===== config.mk =====
export PLATFORM = sky130hd
export DESIGN_NAME = song_frame_controller
export DESIGN_NICKNAME = d
export VERILOG_FILES = /design/src/rtl/song_ctrl_pkg.sv /design/src/rtl/song_frame_controller_beat_timer.sv /design/src/rtl/song_frame_controller.sv
export SDC_FILE = /design/constraint.sdc
export NUM_CORES = 1
export LEC_CHECK = 0
export ABC_AREA = 1
export BUFFER_PORTS_ARGS = -buffer_cell sky130_fd_sc_hd__buf_4
export CORE_MARGIN = 4
export CORE_UTILIZATION = 60
export CTS_BUF_LIST = sky130_fd_sc_hd__clkbuf_4
export CTS_CLUSTER_SIZE = 30
export DETAILED_ROUTE_END_ITERATION = 16
export PLACE_DENSITY = 0.81
export SKIP_LAST_GASP = 1
export SYNTH_ARGS = -nofsm -noshare
export SYNTH_HDL_FRONTEND = slang
export SYNTH_SLANG_ARGS = --single-unit
export TNS_END_PERCENT = 10

===== constraint.sdc =====
create_clock -name clock -period 1.85 [get_ports clock]
set_clock_uncertainty 0.05 [all_clocks]
set_input_delay 0.2775 -clock clock [delete_from_list [all_inputs] [get_ports clock]]
set_output_delay 0.2775 -clock clock [all_outputs]
set_load 0.02 [all_outputs]

===== src/rtl/song_ctrl_pkg.sv =====
// Shared state encoding and fixed box/background geometry for the song frame sequencer.
package song_ctrl_pkg;

    typedef enum logic [3:0] {
        IDLE,
        DEF_ADDR,
        DEF_LOAD,
        DEF_WRITE,
        WAIT_BEAT,
        SHIFT,
        SCORE_CHK,
        SCORE_ADD,
        BOX_START,
        BOX_SETTLE,
        PIX_SETUP,
        PIX_WRITE,
        STEP_END,
        DONE
    } state_t;

    localparam logic [3:0] NUM_BOXES      = 4'd12;
    localparam logic [3:0] BOX_FIRST      = 4'd1;
    localparam int         DEF_CYC        = 3;
    localparam int         BOX_SETTLE_CYC = 2;

endpackage


===== src/rtl/song_frame_controller_beat_timer.sv =====
// Free-running beat counter: one-cycle tick every BEAT_CYCLES enabled cycles.
// Tick is combinational from the count; clear holds the count at zero.
module beat_timer #(
    parameter int BEAT_CYCLES = 12500000
) (
    input  logic clock,
    input  logic reset,
    input  logic enable,
    input  logic clear,
    output logic tick
);

    localparam int            CW   = (BEAT_CYCLES > 1) ? $clog2(BEAT_CYCLES) : 1;
    localparam logic [CW-1:0] LAST = CW'(BEAT_CYCLES - 1);

    logic [CW-1:0] count;

    assign tick = enable && (count == LAST);

    always_ff @(posedge clock) begin
        if (reset || clear) begin
            count <= '0;
        end else if (enable) begin
            count <= tick ? '0 : count + CW'(1);
        end
    end

endmodule


===== src/rtl/song_frame_controller.sv =====
// Song sequencer: draws the background once, then per beat shifts/scores and redraws twelve note boxes.
// Beats arriving while boxes are drawn are remembered one deep; further beats are dropped.
module song_frame_controller #(
    parameter int BEAT_CYCLES = 12500000,
    parameter int SONG_STEPS  = 112,
    parameter int GRID_W      = 240,
    parameter int GRID_H      = 180,
    parameter int BOX_W       = 60,
    parameter int BOX_H       = 60,
    parameter int PIX_LAT     = 3
) (
    input  logic        clock,
    input  logic        reset,
    input  logic        start,
    output logic        shiftSong,
    output logic        changeScore,
    output logic        addScore,
    output logic        loadStartAddress,
    output logic        loadX,
    output logic        loadY,
    output logic        writeToScreen,
    output logic        loadDefault,
    output logic        writeDefault,
    output logic        songDone,
    output logic [15:0] gridCounter,
    output logic [3:0]  boxCounter,
    output logic [14:0] pixelCount,
    output logic        plot,
    output logic        busy
);

    import song_ctrl_pkg::*;

    localparam logic [7:0]  GX_LAST     = 8'(GRID_W - 1);
    localparam logic [7:0]  GY_LAST     = 8'(GRID_H - 1);
    localparam logic [7:0]  PX_LAST     = 8'(BOX_W - 1);
    localparam logic [6:0]  PY_LAST     = 7'(BOX_H - 1);
    localparam logic [15:0] STEP_LAST   = 16'(SONG_STEPS - 1);
    localparam logic [7:0]  SETTLE_LAST = 8'(BOX_SETTLE_CYC - 1);
    localparam logic [7:0]  SETUP_LAST  = 8'(PIX_LAT - 1);

    state_t      state, state_nxt;
    logic [7:0]  gx, gy, px, dwell;
    logic [6:0]  py;
    logic [3:0]  box;
    logic [15:0] step;
    logic        timer_run, pending, tick;
    logic        last_grid, last_pix, last_box, last_step;

    assign last_grid = (gx == GX_LAST) && (gy == GY_LAST);
    assign last_pix  = (px == PX_LAST) && (py == PY_LAST);
    assign last_box  = (box == NUM_BOXES);
    assign last_step = (step == STEP_LAST);

    assign gridCounter = {gx, gy};
    assign boxCounter  = box;
    assign pixelCount  = {px, py};

    beat_timer #(
        .BEAT_CYCLES(BEAT_CYCLES)
    ) u_beat_timer (
        .clock (clock),
        .reset (reset),
        .enable(timer_run),
        .clear (!timer_run),
        .tick  (tick)
    );

    always_ff @(posedge clock) begin
        if (reset) begin
            state <= IDLE;
        end else begin
            state <= state_nxt;
        end
    end

    always_comb begin
        state_nxt = state;
        case (state)
            IDLE:       if (start) state_nxt = DEF_ADDR;
            DEF_ADDR:   state_nxt = DEF_LOAD;
            DEF_LOAD:   state_nxt = DEF_WRITE;
            DEF_WRITE:  state_nxt = last_grid ? WAIT_BEAT : DEF_ADDR;
            WAIT_BEAT:  if (tick || pending) state_nxt = SHIFT;
            SHIFT:      state_nxt = SCORE_CHK;
            SCORE_CHK:  state_nxt = SCORE_ADD;
            SCORE_ADD:  state_nxt = BOX_START;
            BOX_START:  state_nxt = BOX_SETTLE;
            BOX_SETTLE: if (dwell == SETTLE_LAST) state_nxt = PIX_SETUP;
            PIX_SETUP:  if (dwell == SETUP_LAST) state_nxt = PIX_WRITE;
            PIX_WRITE: begin
                if (!last_pix)      state_nxt = PIX_SETUP;
                else if (!last_box) state_nxt = BOX_START;
                else                state_nxt = STEP_END;
            end
            STEP_END:   state_nxt = last_step ? DONE : WAIT_BEAT;
            DONE:       state_nxt = IDLE;
            default:    state_nxt = IDLE;
        endcase
    end

    always_comb begin
        shiftSong        = 1'b0;
        changeScore      = 1'b0;
        addScore         = 1'b0;
        loadStartAddress = 1'b0;
        loadX            = 1'b0;
        loadY            = 1'b0;
        writeToScreen    = 1'b0;
        loadDefault      = 1'b0;
        writeDefault     = 1'b0;
        songDone         = 1'b0;
        busy             = (state != IDLE);
        case (state)
            DEF_LOAD:  loadDefault      = 1'b1;
            DEF_WRITE: writeDefault     = 1'b1;
            SHIFT:     shiftSong        = 1'b1;
            SCORE_CHK: changeScore      = 1'b1;
            SCORE_ADD: addScore         = 1'b1;
            BOX_START: loadStartAddress = 1'b1;
            PIX_SETUP: begin
                loadX = 1'b1;
                loadY = 1'b1;
            end
            PIX_WRITE: writeToScreen    = 1'b1;
            DONE:      songDone         = 1'b1;
            default:   ;
        endcase
    end

    // Counters advance on the last cycle of the pixel they address, so each value stays put for its whole window.
    always_ff @(posedge clock) begin
        if (reset) begin
            gx        <= '0;
            gy        <= '0;
            px        <= '0;
            py        <= '0;
            box       <= '0;
            step      <= '0;
            dwell     <= '0;
            timer_run <= 1'b0;
            pending   <= 1'b0;
            plot      <= 1'b0;
        end else begin
            dwell <= (state_nxt != state) ? '0 : dwell + 8'd1;
            plot  <= writeToScreen || writeDefault;

            if (state == DEF_WRITE) begin
                if (gy == GY_LAST) begin
                    gy <= '0;
                    gx <= (gx == GX_LAST) ? '0 : gx + 8'd1;
                end else begin
                    gy <= gy + 8'd1;
                end
            end

            if (state == SCORE_ADD) begin
                box <= BOX_FIRST;
            end else if (state == PIX_WRITE) begin
                if (py == PY_LAST) begin
                    py <= '0;
                    px <= (px == PX_LAST) ? '0 : px + 8'd1;
                end else begin
                    py <= py + 7'd1;
                end
                if (last_pix) box <= last_box ? '0 : box + 4'd1;
            end

            if (state == IDLE) begin
                step <= '0;
            end else if (state == STEP_END && !last_step) begin
                step <= step + 16'd1;
            end

            if (state == IDLE || state == DONE) begin
                timer_run <= 1'b0;
            end else if (state == DEF_WRITE && last_grid) begin
                timer_run <= 1'b1;
            end

            // A tick landing on the same cycle a latched beat is consumed stays latched.
            if (state == IDLE) begin
                pending <= 1'b0;
            end else if (state == WAIT_BEAT) begin
                pending <= pending && tick;
            end else if (tick) begin
                pending <= 1'b1;
            end
        end
    end

endmodule


* After elaboration in Yosys (flattened, before gate mapping)
Cells that the tools add are included.
Storage, ports and cells: register bits after elaboration 90, bits of input ports 3, output and inout bits 47, word-level logic and storage cells 100
Cells by class: add/sub/neg operators 8, equality and inequality tests 23, muxes and demuxes 29, bitwise gates (word level) 1, reduce and logical (&&, ||, !) cells 26
Operators with widths (number):
- $pmux W4 S13 | 1
- $add A8 B1 Y8 const B | 4
- $eq A4 B4 Y1 const B | 7
- $add A24 B1 Y24 const B | 1
- $eq A24 B24 Y1 const B | 1
- $mux W24 | 1
- $mux W4 | 6
- $mux W8 | 3
- $add A16 B1 Y16 const B | 1
- $eq A16 B7 Y1 const B | 1
- $eq A4 B3 Y1 const B | 4
- $eq A8 B8 Y1 const B | 2
- $mux W1 | 14
- $mux W3 | 3
- $eq A4 B2 Y1 const B | 2
- $eq A8 B1 Y1 const B | 1
- $eq A8 B2 Y1 const B | 1
- $eq A8 B6 Y1 const B | 1
- $reduce_and A2 Y1 | 4
- $reduce_or A2 Y1 | 4
- $add A7 B1 Y7 const B | 1
- $eq A7 B6 Y1 const B | 1
- $mux W7 | 1
- $logic_and A1 B1 Y1 | 6
- other kinds (10) | 16

* Logic depth before layout (Yosys ltp)
depth in word-level cells 7, gate-level depth with buffers 12, mapped depth without buffers 12

* Cells and area by module
A second synthesis with hierarchy kept.
Second synthesis, totals: cells, all modules 719, area total of the unflattened synthesis 4880.9 sq um
By module, submodules not included:
- song_frame_controller | times used 1, cells an instance 487, area an instance 3454.6 sq um, sequential area each 1321.3 sq um
- beat_timer | times used 1, cells an instance 232, area an instance 1426.4 sq um, sequential area each 480.5 sq um

* Least setup slack after synthesis
No wires, ideal clock.
kind reg-to-reg, start register gy[0], end register dwell[0], setup time 65 ps, data arrival time 1631 ps, required time 1735 ps, path slack 104 ps, cell stages (with the launch flop) 12, path buffers 0, clock period less this slack 1746 ps, path through dfxtp_1 > ha_1 > nand3_1 > nor2_2 > nand2_1 > nand2_1 > nand2_1 > nor2_1 > nand3_1 > nand2_1 > nand2_2 > nor2_1
On the way: word-level cells in the longest chain between the ends 6
RTL lines:
- from (decl) | RTL line song_frame_controller.sv:43 | logic [7:0] gx, gy, px, dwell;
- from (signal assigned) | RTL line song_frame_controller.sv:153 | gy <= gy + 8'd1;
- $eq A8 B8 Y1 | RTL line song_frame_controller.sv:50 | assign last_grid = (gx == GX_LAST) && (gy == GY_LAST);
- $logic_and A1 B1 Y1 | RTL line song_frame_controller.sv:50
- $mux W3 | RTL line song_frame_controller.sv:83 | DEF_WRITE: state_nxt = last_grid ? WAIT_BEAT : DEF_ADDR;
- $pmux W4 S13 | RTL line song_frame_controller.sv:79 | case (state)
- $ne A4 B4 Y1 | RTL line song_frame_controller.sv:145 | dwell <= (state_nxt != state) ? '0 : dwell + 8'd1;
- $reduce_or A2 Y1 (no line)
- to (signal assigned) | RTL line song_frame_controller.sv:145
- to (decl) | RTL line song_frame_controller.sv:43
No other way between the ends. A chain may end at the register's enable or synchronous reset.

* Final worst setup path
start register state[1], end output port changeScore
On the way: word-level cells in the longest chain between the ends 2
RTL lines:
- from (decl) | RTL line song_frame_controller.sv:42 | state_t state, state_nxt;
- from (signal assigned) | RTL line song_frame_controller.sv:73 | state <= state_nxt;
- $eq A4 B3 Y1 | RTL line song_frame_controller.sv:114 | case (state)
- $mux W1 | RTL line song_frame_controller.sv:114
- to (decl) | RTL line song_frame_controller.sv:16 | output logic changeScore,
No other way between the ends.

==> metrics.yaml <==
fmax_mhz: 556
hold_violations: 0
status: "complete, no violations"
hold_path_class: "in2reg"
cp_data_required_time_ns: 1.52
io_pins: 50
synth.most_common_cell: "nand2_1"
die_x_um: 97.5
port_buffers: 49
ant_nets: 0
synthSimpleGateAreaFrac_pct: 38.9
netlist_area_mm2: 0.00481
cts-root-buf: "clkbuf_4"
grt_usage_pct: 23.3
path_cells: "inv_1, nor2_4, inv_1, nor2_1, buf_4"
cpMostUsedCell: "inv_1"
syn2layout_area_growth_pct: 18.1
num_vias: 4734
netlist_instances: 703
grt_pass1_wl_um: 19000
setup_viol: 0
clkTransAtPathRegs_ns: 0.13
synth_fa_ha_area_share_pct: 2.86
worstMarginPinSlew_ns: 0.611
drt_wl_total_um: 11300
power_frac_seq_pct: 60.1
crit_family: "flip-flops"
h-tree-depth: 3
cts_tree: "built"
vdd_drop_max_mv: 0.464
async_flop_share_pct: 0
switching_power_uw: 844
clock_path_buffers: 2
routedWlPerCell_um: 12.8
ys_warn_count: 0
synthTopCellsByArea: "dfxtp_1 (37%), nand2_1 (10%), nor2_1 (9.2%)"
crit_arrival_ns: 1.47
dp_hpwl_um: 8450
drc: 0
coreArea_mm2: 0.00777
fill_cells: 647
synth_edf_count: 0
avgSynthCellArea_um2: 6.84
crit_slowest_cell: "dfxtp_2"
grt_max_degree: 16
synthFlopType: "dfxtp_1"
cts.sinks: 90
grt_overflow: 0
path_buf_inv: 3
synth_mux_area_share_pct: 0
cp-end-kind: "primary output"
synth_cell_type_count: 39
rsz0062_at_grt: "true"
timing.max_cap.violations: 0
leakage_nw: 2.32
dieArea_mm2: 0.00952
drtPass1Iterations: 6
ys_seq_area_share_pct: 37.5
place_area_mm2: 0.00537
vias_per_cell: 5.37
cp_max_fo: 4
power_density_mw_per_mm2: 577
drive_gt1_share_pct: 20.0
die_y_um: 97.5
grt_antenna_before_repair: 0
diodes: 0
cts-buffers-inserted: 9
start_util_pct: 61.9
synth_commonest_cells: "nand2_1 (134), nor2_1 (118), dfxtp_1 (90), inv_1 (89), nand3_1 (48)"
slew_headroom_pct: 58.9
stdcell_area_mm2: 0.00568
yosys.area.top_type: "dfxtp_1"
period_needed_ns: 1.80
crit_path_start_kind: "register"
finalCritPeriodShare_pct: 97.3
syn-num-nets: 717
ys_ff_latch: 90
rows: 32
comb_power_share_pct: 6.8
grt_pass1_vias: 4422
max_stage_delay_ns: 0.38
fin_setup_tns_ns: 0
synth_top_family_by_area: "simple AND/OR/NAND/NOR gates"
synth_compound_area_share_pct: 8.11
clkPwrFrac_pct: 33.1
fin_total_pwr_mw: 3.28
gp_congestion: 0.944
swShare_pct: 25.7
intPower_mw: 2.43
nNetsFinal: 789
drv_slew: 0
synth-xor-area-share_pct: 4.01
drt-initial-drc-count: 219
clk_latency_ns: 0.43
synth_top_area_share_pct: 37.5
critical_path_class: "reg2out"
[flip-flops by register name, summed over array words and instances, names as in the netlist]
signal,flops
u_beat_timer.count,24
step,16
dwell,8
gx,8
gy,8
px,8
py,7
boxCounter,4
state,4
pending,1
plot,1
timer_run,1
[final timing paths]
| kind | start | endpoint | slack, ns | cells after the start |
|---|---|---|---|---|
| worst min register to register | u_beat_timer.count[0]$_SDFFE_PP0P_ | u_beat_timer.count[0]$_SDFFE_PP0P_ | 0.38 | 1 |
| worst min-delay path | start | state[0]$_SDFF_PP0_ | 0.31 | 7 |
| worst max register to register | step[0]$_SDFFE_PP0P_ | step[4]$_SDFFE_PP0P_ | 0.09 | 9 |
| worst max-delay path | state[1]$_SDFF_PP0_ | changeScore | 0.05 | 5 |
[layout by cell type, fill, tap and decap left out, types with 8 or more instances in the layout]
cell / Yosys / final
nand2_1: 134 / 132
nor2_1: 118 / 106
inv_1: 89 / 89
dfxtp_1: 90 / 69
buf_4: 2 / 67
nand3_1: 48 / 47
a21oi_1: 41 / 41
nor3_1: 40 / 40
dfxtp_2: 0 / 18
o21ai_0: 18 / 17
nand4_1: 14 / 14
xor2_1: 14 / 14
nor2_2: 6 / 12
inv_2: 9 / 9
ha_1: 11 / 9
clkbuf_4: 0 / 9
nor2_4: 2 / 8
xnor2_1: 8 / 8
[power by group through the flow]
stage | Clock (mW) | Combinational, mW | Sequential [mW]
floorplan | 0 | 0.134 | 2.01
global placement | 0 | 0.191 | 2.01
detailed placement | 0 | 0.194 | 2.01
CTS | 1.11 | 0.196 | 1.97
global route | 1.20 | 0.247 | 1.97
finish | 1.08 | 0.223 | 1.97
[per-stage QoR]
stage / hold slack [ns] / utilization, % / worst slack, ns / std cells
floorplan: 0.368 / - / 0.104 / 703
global placement: 0.381 / 69.2 / 0.132 / 861
detailed placement: 0.400 / 69.2 / -0.00305 / 861
CTS: 0.00627 / 71.0 / -0.0679 / 877
finish: 0.311 / 73.2 / 0.0499 / 882
global route: 0.365 / 73.2 / -0.0581 / 882
[logic make-up (layout without fill, tap and decap cells)]
kind of cell,after synthesis,after routing
simple gates,402,402
buf+inv,107,184
flops,90,90
compound gates,71,71
xor+xnor,22,22
fa+ha+maj,11,11
[tightest hold or removal path, cell delays in order]
cell,delay [ns]
buf_4,0.08
nand3_1,0.07
nand3_1,0.06
nor2_1,0.05
nand2_1,0.06
nor2_2,0.04
a21oi_1,0.12
[per-layer routing]
| layer | vias up | GRT usage (%) | routed length, um |
|---|---|---|---|
| li1 | 2414 | - | - |
| met1 | 2175 | 29.0 | 4990 |
| met2 | 123 | 39.9 | 5610 |
| met3 | 22 | 4.81 | 481 |
| met4 | 0 | 8.09 | 223 |
| met5 | - | 0 | 0 |
[layout make-up]
cell class / count / area, um^2 / area share [%]
Clock buffer: 9 / 67.6 / 1.19
Multi-Input combinational cell: 506 / 2690 / 47.3
Clock inverter: 7 / 70.1 / 1.23
Inverter: 100 / 380 / 6.69
Timing Repair Buffer: 68 / 513 / 9.03
Sequential cell: 90 / 1840 / 32.3
Tap cell: 102 / 128 / 2.25
[repair_timing]
item	in CTS	in global routing
endpoints found under the setup margin	14	49
pin swaps	0	11
hold buffers	0	1
setup buffers	0	4
hold endpoints to repair	0	1
resized for setup	2	50
gates cloned	0	0
No activity file was read; power rests on OpenSTA's default activity.
